--- config.mk ---
export PLATFORM = sky130hd
export DESIGN_NAME = reg_wb_unit
export DESIGN_NICKNAME = d
export VERILOG_FILES = /design/src/rtl/wb_pkg.sv /design/src/rtl/wb_load_align.sv /design/src/rtl/reg_wb_unit.sv
export SDC_FILE = /design/constraint.sdc
export NUM_CORES = 1
export LEC_CHECK = 0
export ABC_AREA = 1
export ABC_CLOCK_PERIOD_IN_PS = 1600
export BUFFER_PORTS_ARGS = -buffer_cell sky130_fd_sc_hd__buf_2
export CAP_MARGIN = 40
export CORE_ASPECT_RATIO = 0.75
export CORE_MARGIN = 10
export CORE_UTILIZATION = 35
export DETAILED_ROUTE_END_ITERATION = 7
export HOLD_SLACK_MARGIN = 0.06
export PLACE_DENSITY = 0.59
export SLEW_MARGIN = 20
export SYNTH_ARGS = -nofsm -noshare
export SYNTH_HDL_FRONTEND = slang
export SYNTH_HIERARCHICAL = 1
export SYNTH_SLANG_ARGS = --single-unit
--- constraint.sdc ---
create_clock -name clk -period 1.6 [get_ports clk]
set_input_delay 0.16 -clock clk [delete_from_list [all_inputs] [get_ports clk]]
set_output_delay 0.16 -clock clk [all_outputs]
set_load 0.03 [all_outputs]
--- src/rtl/wb_pkg.sv ---
// Shared types and constants for the register-file write-back unit.
package wb_pkg;

  localparam int unsigned DATA_W_DEF = 32;
  localparam int unsigned ADDR_W_DEF = 5;
  localparam int unsigned FUNCT3_W   = 3;
  localparam int unsigned OFFSET_W   = 2;

  typedef enum logic {
    IDLE    = 1'b0,
    LD_WAIT = 1'b1
  } wb_state_e;

  // RV32I load funct3 encodings
  localparam logic [FUNCT3_W-1:0] F3_LB  = 3'b000;
  localparam logic [FUNCT3_W-1:0] F3_LH  = 3'b001;
  localparam logic [FUNCT3_W-1:0] F3_LW  = 3'b010;
  localparam logic [FUNCT3_W-1:0] F3_LBU = 3'b100;
  localparam logic [FUNCT3_W-1:0] F3_LHU = 3'b101;

endpackage

--- src/rtl/wb_load_align.sv ---
// Combinational load data selection and sign/zero extension.
module wb_load_align
  import wb_pkg::*;
#(
  parameter int unsigned DATA_W = DATA_W_DEF
) (
  input  logic [DATA_W-1:0]   rdata,
  input  logic [FUNCT3_W-1:0] funct3,
  input  logic [OFFSET_W-1:0] offset,
  output logic [DATA_W-1:0]   ext_c
);

  logic [7:0]  byte_sel;
  logic [15:0] half_sel;

  always_comb begin
    byte_sel = 8'h00;
    case (offset)
      2'd0:    byte_sel = rdata[7:0];
      2'd1:    byte_sel = rdata[15:8];
      2'd2:    byte_sel = rdata[23:16];
      default: byte_sel = rdata[31:24];
    endcase
    // Halfword pick uses only offset[1]; misaligned halves are not split.
    half_sel = offset[1] ? rdata[31:16] : rdata[15:0];
  end

  always_comb begin
    ext_c = rdata;
    case (funct3)
      F3_LB:   ext_c = {{(DATA_W-8){byte_sel[7]}}, byte_sel};
      F3_LH:   ext_c = {{(DATA_W-16){half_sel[15]}}, half_sel};
      F3_LBU:  ext_c = {{(DATA_W-8){1'b0}}, byte_sel};
      F3_LHU:  ext_c = {{(DATA_W-16){1'b0}}, half_sel};
      F3_LW:   ext_c = rdata;
      default: ext_c = rdata;
    endcase
  end

endmodule

--- src/rtl/reg_wb_unit.sv ---
// Register-file write-back master: merges ALU results and load returns into one registered write port.
// Optional load-wait timeout enabled by defining WB_LD_TIMEOUT_EN.
module reg_wb_unit
  import wb_pkg::*;
#(
  parameter int unsigned DATA_W         = DATA_W_DEF,
  parameter int unsigned ADDR_W         = ADDR_W_DEF,
  parameter int unsigned TIMEOUT_CYCLES = 64
) (
  input  logic                clk,
  input  logic                rst,
  input  logic                alu_valid_i,
  input  logic [ADDR_W-1:0]   alu_rd_i,
  input  logic [DATA_W-1:0]   alu_data_i,
  input  logic                ld_valid_i,
  input  logic [ADDR_W-1:0]   ld_rd_i,
  input  logic [FUNCT3_W-1:0] ld_funct3_i,
  input  logic [OFFSET_W-1:0] ld_offset_i,
  input  logic                ram_rvalid_i,
  input  logic [DATA_W-1:0]   ram_rdata_i,
  input  logic [ADDR_W-1:0]   rs1_addr_i,
  input  logic [ADDR_W-1:0]   rs2_addr_i,
  output logic                stall_o,
  output logic                load_pending_o,
  output logic [ADDR_W-1:0]   reg_waddr_o,
  output logic [DATA_W-1:0]   reg_wdata_o,
  output logic                reg_write_en_o
`ifdef WB_LD_TIMEOUT_EN
  ,
  output logic                ld_timeout_o
`endif
);

  wb_state_e           state;
  logic [ADDR_W-1:0]   pend_rd;
  logic [FUNCT3_W-1:0] pend_f3;
  logic [OFFSET_W-1:0] pend_off;

  logic                skid_valid;
  logic [ADDR_W-1:0]   skid_rd;
  logic [DATA_W-1:0]   skid_data;

  logic                in_wait_c;
  logic                pend_live_c;
  logic                ld_ret_c;
  logic                ld_acc_c;
  logic                alu_wr_c;
  logic [DATA_W-1:0]   ld_data_c;

  wb_load_align #(
    .DATA_W (DATA_W)
  ) u_align (
    .rdata  (ram_rdata_i),
    .funct3 (pend_f3),
    .offset (pend_off),
    .ext_c  (ld_data_c)
  );

  assign in_wait_c   = (state == LD_WAIT);
  assign pend_live_c = in_wait_c && (pend_rd != '0);
  assign ld_ret_c    = in_wait_c && ram_rvalid_i;

  // Decode hold: skid full, load-use, second load, or WAW against the pending load
  assign stall_o = skid_valid
                || (pend_live_c && ((rs1_addr_i == pend_rd) || (rs2_addr_i == pend_rd)))
                || (in_wait_c && ld_valid_i)
                || (pend_live_c && alu_valid_i && (alu_rd_i == pend_rd));

  assign ld_acc_c = ld_valid_i && !stall_o && (state == IDLE);
  assign alu_wr_c = alu_valid_i && !stall_o && (alu_rd_i != '0);

  assign load_pending_o = in_wait_c;

`ifdef WB_LD_TIMEOUT_EN
  localparam int unsigned CNT_W = $clog2(TIMEOUT_CYCLES + 1);
  logic [CNT_W-1:0] wait_cnt;
  logic             timeout_c;

  assign timeout_c = in_wait_c && !ram_rvalid_i
                  && (wait_cnt == CNT_W'(TIMEOUT_CYCLES - 1));

  always_ff @(posedge clk) begin
    if (rst) begin
      wait_cnt     <= '0;
      ld_timeout_o <= 1'b0;
    end else begin
      ld_timeout_o <= timeout_c;
      if (ld_acc_c) begin
        wait_cnt <= '0;
      end else if (in_wait_c) begin
        wait_cnt <= wait_cnt + CNT_W'(1);
      end
    end
  end
`else
  localparam int unsigned unused_timeout = TIMEOUT_CYCLES;
  logic timeout_c;
  assign timeout_c = 1'b0;
`endif

  // Load FSM
  always_ff @(posedge clk) begin
    if (rst) begin
      state    <= IDLE;
      pend_rd  <= '0;
      pend_f3  <= F3_LW;
      pend_off <= '0;
    end else begin
      case (state)
        IDLE: begin
          if (ld_acc_c) begin
            state    <= LD_WAIT;
            pend_rd  <= ld_rd_i;
            pend_f3  <= ld_funct3_i;
            pend_off <= ld_offset_i;
          end
        end
        LD_WAIT: begin
          if (ram_rvalid_i || timeout_c) begin
            state <= IDLE;
          end
        end
        default: state <= IDLE;
      endcase
    end
  end

  // Write port arbitration: load return, then skid entry, then fresh ALU result
  always_ff @(posedge clk) begin
    if (rst) begin
      skid_valid     <= 1'b0;
      skid_rd        <= '0;
      skid_data      <= '0;
      reg_write_en_o <= 1'b0;
      reg_waddr_o    <= '0;
      reg_wdata_o    <= '0;
    end else begin
      reg_write_en_o <= 1'b0;
      if (ld_ret_c && (pend_rd != '0)) begin
        reg_write_en_o <= 1'b1;
        reg_waddr_o    <= pend_rd;
        reg_wdata_o    <= ld_data_c;
        if (alu_wr_c) begin
          skid_valid <= 1'b1;
          skid_rd    <= alu_rd_i;
          skid_data  <= alu_data_i;
        end
      end else if (skid_valid) begin
        reg_write_en_o <= 1'b1;
        reg_waddr_o    <= skid_rd;
        reg_wdata_o    <= skid_data;
        skid_valid     <= 1'b0;
      end else if (alu_wr_c) begin
        reg_write_en_o <= 1'b1;
        reg_waddr_o    <= alu_rd_i;
        reg_wdata_o    <= alu_data_i;
      end
    end
  end

endmodule

# After elaboration in Yosys (flattened, before gate mapping)
# Index checks and enable logic that the tools add are counted.
# W data, S select, Z words.
[word_totals]
ff_bits = 87
inputBits = 94
output_inout_bits = 40
elab_cells = 59
[op_classes]
eq_ne = 8
muxes = 15
bitwise_logic = 2
n_reduce_logical = 24
[ops]
columns = ["operator", "count"]
rows = [
  ["$pmux W32 S4", 1],
  ["$mux W32", 3],
  ["$pmux W8 S3", 1],
  ["$mux W16", 1],
  ["$eq A5 B5 Y1", 3],
  ["$mux W5", 3],
  ["$logic_and A1 B1 Y1", 11],
  ["$reduce_bool A5 Y1", 2],
  ["$eq A3 B3 Y1 const B", 2],
  ["$mux W1", 5],
  ["$logic_or A1 B1 Y1", 4],
  ["$reduce_and A2 Y1", 2],
  ["$eq A3 B1 Y1 const B", 1],
  ["$logic_not A3 Y1", 1],
  ["$reduce_bool A3 Y1", 1],
  ["$eq A2 B1 Y1 const B", 1],
  ["$eq A2 B2 Y1 const B", 1],
  ["$logic_not A2 Y1", 1],
  ["$not A1 Y1", 2],
  ["$pmux W1 S2", 1],
  ["$reduce_or A2 Y1", 1],
  ["$logic_not A1 Y1", 1],
]

# Logic depth before layout (Yosys ltp)
[depth]
word_depth = 12
mapped_depth = 14
depth_no_buf = 12

# Hierarchy
# The synthesis kept the hierarchy.
[modules_own_cells]
columns = ["module", "instances", "cells_per_inst", "area_each_um2", "seq_area_each_um2"]
rows = [
  ["reg_wb_unit", 1, 791, 4832.1, 1741.7],
  ["wb_load_align", 1, 163, 858.3, 0.0],
]

# Worst setup path before layout
# OpenSTA, ideal clock, no wires.
[synth_path]
kind = "register -> register"
startpoint = "register state (netlist: load_pending_o)"
endpoint = "register reg_wdata_o[6]"
setup_time_ns = 0.110
t_arrival_ns = 1.528
t_required_ns = 1.490
slack_ns = -0.038
stages_incl_launch_ff = 12
n_path_buf = 2
synth_period_minus_slack_ns = 1.638
cell_sequence = "dfxtp_1 > nand2_1 > inv_1 > nand2_1 > inv_1 > buf_2 > clkbuf_1 > o21ai_0 > inv_1 > nand2_1 > inv_2 > nor2_1"
[synth_between]
elab_chain_cells = 9
word_cells_on_any_way = 15
classes_between = "1 x mux; 14 x reduce/logical"
[synth_lines]
columns = ["item", "line_no", "text"]
rows = [
  ["from (decl)", "reg_wb_unit.sv:34", "wb_state_e state;"],
  ["from (signal assigned)", "reg_wb_unit.sv:104", "state <= IDLE;"],
  ["from (signal assigned)", "reg_wb_unit.sv:112", "state <= LD_WAIT;"],
  ["from (signal assigned)", "reg_wb_unit.sv:120", "state <= IDLE;"],
  ["$logic_and A1 B1 Y1", "reg_wb_unit.sv:60", "assign pend_live_c = in_wait_c && (pend_rd != '0);"],
  ["$logic_and A1 B1 Y1", "reg_wb_unit.sv:65", "|| (pend_live_c && ((rs1_addr_i == pend_rd) || (rs2_addr_i == pend_rd)))"],
  ["$logic_or A1 B1 Y1", "reg_wb_unit.sv:65", ""],
  ["$logic_or A1 B1 Y1", "reg_wb_unit.sv:66", "|| (in_wait_c && ld_valid_i)"],
  ["$logic_or A1 B1 Y1", "reg_wb_unit.sv:67", "|| (pend_live_c && alu_valid_i && (alu_rd_i == pend_rd));"],
  ["$logic_not A1 Y1", "reg_wb_unit.sv:70", "assign alu_wr_c = alu_valid_i && !stall_o && (alu_rd_i != '0);"],
  ["$logic_and A1 B1 Y1 (2 in series)", "reg_wb_unit.sv:70", ""],
  ["$reduce_bool A3 Y1 (no source line)", "-", ""],
  ["to (signal assigned)", "reg_wb_unit.sv:142", "reg_wdata_o <= ld_data_c;"],
  ["to (signal assigned)", "reg_wb_unit.sv:151", "reg_wdata_o <= skid_data;"],
  ["to (signal assigned)", "reg_wb_unit.sv:156", "reg_wdata_o <= alu_data_i;"],
  ["to (decl)", "reg_wb_unit.sv:26", "output logic [DATA_W-1:0] reg_wdata_o,"],
]
# Several ways; a longest one is shown, not always the timed one.
# A chain may end at the register's enable or synchronous reset.

# Final worst setup path
[layout_path]
startpoint = "register pend_rd[2]"
endpoint = "output port stall_o"
[layout_between]
elab_chain_cells = 6
word_cells_on_any_way = 12
classes_between = "3 x eq/ne; 9 x reduce/logical"
[layout_lines]
columns = ["item", "line_no", "text"]
rows = [
  ["from (decl)", "reg_wb_unit.sv:35", "logic [ADDR_W-1:0] pend_rd;"],
  ["from (signal assigned)", "reg_wb_unit.sv:113", "pend_rd <= ld_rd_i;"],
  ["$eq A5 B5 Y1 / $reduce_bool A5 Y1 (equally long branches)", "reg_wb_unit.sv:65, reg_wb_unit.sv:60", ""],
  ["$logic_or A1 B1 Y1 / $logic_and A1 B1 Y1 (equally long branches)", "reg_wb_unit.sv:65, reg_wb_unit.sv:60", ""],
  ["$logic_and A1 B1 Y1", "reg_wb_unit.sv:65", ""],
  ["$logic_or A1 B1 Y1", "reg_wb_unit.sv:65", ""],
  ["$logic_or A1 B1 Y1", "reg_wb_unit.sv:66", ""],
  ["$logic_or A1 B1 Y1 *", "reg_wb_unit.sv:67", ""],
  ["to (decl)", "reg_wb_unit.sv:23", "output logic stall_o,"],
]
# Mark *: on every way between the ends. The rest lies on a longest branch, timed or not.

==> metrics <==
area share of xor/xnor cells in the synthesized design=less than 1%; Initial Util=a little over a third; sequential element share of the synthesized area=30.6%; maximum fanout count along the critical path=6; via count=6,649; area of the core=about 16,000 µm²; Final Hold Violating Endpoints=0; number of buffers and inverters on the critical path=5; worst slack at placement=-192 ps; Async S/R FF share, synth=0%; final total power=0.00719 W; post-synthesis cell area=5690 µm²; total power per unit cell area=between 800 and 900 nW/µm²; Seq. cell area=~1800 µm²; proportion of layout cells with a drive suffix above 1=between 30% and 40%; Compound-Gate Fraction of Synth Area=13.2%; violations in the final reports=negative setup slack; setup slack after layout=-259 ps; Cell Area, Placed=7080 µm²; count of final max-slew check failures=0; Die Span X=167 µm; height of the die=130 µm; grt ovf=0; Post-Synth Adder-Cell Area=0%; antenna violations before repair=4; drt via density=4.87; Peak VDD IR=approximately 0.56 mV; ports placed on the boundary=134; area of combinational cells with multiple inputs=3510 µm²; count of unresolved DRC violations after routing=0; post-synthesis instance total=about 950; Clk pin slew, worst setup/hold paths=70 ps; maximum clock frequency=538 MHz; cells along the critical path=buf_6 > xnor2_2 > nand3_1 > nand2_1 > o21ai_2 > buf_6 > buf_6 > inv_2 > buf_6; Primary FF master, synth=dfxtp_1; Worst R2R Path Depth=12; Post-Synth Simple-Gate Area=about two fifths; HP Class=in2reg; GRT Overall Usage=approximately a fifth; Detailed Route Iter0 Violations=approximately 600; drt total wl=21.6 mm; # Max-Cap Violations=0; worst slack on hold paths=65.9 ps; final std cell area, no fill=8390 µm²; largest net degree at the start of global routing=37; number of enable flip-flop cells after synthesis=0; average size of a mapped cell=5.96 µm²; number of synthesized register bits=just under 90; number of placement rows=40; depth of the critical timing path with buffers and inverters included=9; maximum cell stage delay along the critical path=between 300 and 400 ps; run status=finished, violations left; nets in the synthesized netlist=1,048; most common cell after layout, fill and taps aside=nand2_1; largest family of logic cells by synthesized area=simple AND/OR/NAND/NOR gates; final HPWL from detailed placement=around 15 mm; category of the most critical setup path=reg2out; fill count=1,615; Final Net Count=1,244; Die ar.=21,800 µm²; growth of design area from synthesis to finish=47.5%; highest-count cells in the layout ignoring fill and taps=nand2_1 (223), buf_2 (132), inv_1 (110), nor2_1 (110), dfxtp_1 (81); Clock H-tree levels=3; worst clock skew on the final layout=approximately 8.5 ps; worst-case clock buffer depth=2; worst slew slack as a fraction of its limit=72.4%; FF-to-FF setup slack=-240 ps; Startpoint Class=flip-flop; TritonCTS clock tree=done; unrepaired setup endpoints after global routing=yes; fraction of synthesized area in multiplexers=0.528%; number of I/O port buffers=133; WHS Path Cells=3; critical path capture point type=output pin; cell chosen for the clock root=clkbuf_16; final weighted congestion in routability-driven placement=0.924; cell family with the largest share of critical-path delay=buffers and inverters; Clock Sinks=87; Yosys warning total=6; Distinct cells, synth=30; required arrival time at the worst endpoint=approximately 1400 ps; critical path data arrival time=about 1700 ps; wire per inst=15.8 µm; via count of the first global-routing pass=6,198; Finish-stage setup viols=88; final period demand of the worst path=~1900 ps; Critical-path top delay cell=dfxtp_4; Initial DRT Pass Iterations=5; most frequent CP cell=buf_6; clock buffers created by TritonCTS=9; first-pass GRT wire length=33.2 mm; insertion delay of the later-clocked pin in the worst-skew pair=350 ps; number of nets still failing antenna checks after routing=0; static leakage=between 4 and 5 nW; portion of the clock cycle consumed by the worst path in the final layout=116%; slew at the pin closest to its max-slew limit=414 ps
state kept, by name, summed over array words and instances (netlist names), 2 cells and up:
name	count
pend_f3	3
pend_off	2
pend_rd	5
reg_waddr_o	5
reg_wdata_o	32
skid_data	32
skid_rd	5
power breakdown:
part	switching, W	internal, W
clock network	0.000909	0.00129
registers	0.000119	0.00234
logic	0.00151	0.00103
repair_timing:
item / in CTS / in global routing
endpoints found under the setup margin: 87 / 88
pin swaps: 8 / 37
hold buffers: 8 / 1
endpoints found under the hold margin: 8 / 1
resized for setup: 71 / 142
gates cloned: 4 / 5
buffers inserted: 6 / 9
cell type report:
| class | instances | area share (%) |
|---|---|---|
| Antenna cell | 1 | 0.0298 |
| Inverter | 159 | 7.38 |
| Tap cell | 210 | 3.13 |
| Clock buffer | 12 | 3.06 |
| Multi-Input combinational cell | 642 | 41.8 |
| Clock inverter | 3 | 0.507 |
| Sequential cell | 87 | 21.0 |
| Timing Repair Buffer | 251 | 23.1 |
metal layers:
layer / global-route usage, % / part of all wire, % / wire (µm) / vias to the layer above
met5: 0 / 0.11 / 24 / -
met2: 28.5 / 44 / 9390 / 220
met3: 5.34 / 8.3 / 1790 / 23
met1: 25.6 / 47 / 10100 / 3005
met4: 4.03 / 1.2 / 266 / 4
li1: - / - / - / 3397
cells in the mapped netlist, types with 8 or more instances:
library cell    n  area [µm²]
nand3_1        17        85.1
clkbuf_1       32         120
nor2_1        127         477
nand4_1        67         419
a21oi_1        68         340
buf_2          15        75.1
nand3_2        12         120
nand2_1       272        1020
inv_1         136         510
inv_2          23        86.3
o31ai_1        24         180
dfxtp_1        87        1740
buf_6           8        90.1
o21ai_0        29         145
through the flow:
step           TNS (ps)  utilization, %  std cells
6_report         -16030            52.6       1365
3_5_place_dp     -12340            44.4       1320
5_1_grt          -23790            52.6       1364
3_3_place_gp     -12300            44.4       1320
2_1_floorplan         0               -        954
4_1_cts          -13280            48.9       1353
worst reg2reg max path: stages (launching register included):
cell	delay (ps)
dfxtp_4	380
buf_6	120
xnor2_2	120
nand3_1	70
nand2_1	70
o21ai_2	210
buf_6	140
buf_6	100
nand3_4	140
buf_12	210
nand2_1	70
nand2_1	40
nor2_1	90
final timing paths:
path                                      end    startpoint
worst max-delay path                  stall_o    pend_rd[2]
worst min-delay path               pend_rd[1]    ld_rd_i[1]
worst max register to register  skid_data[31]    pend_rd[2]
worst min register to register   skid_data[7]  skid_data[7]
cell families after synthesis:
logic type / Yosys count
DFF: 87
muxes: 3
and+or+nand+nor: 503
AOI/OAI and AO/OA: 133
xor gates and xnor gates: 2
buffers and inverters: 226
Note: power is estimated with default switching activity, not from simulation.
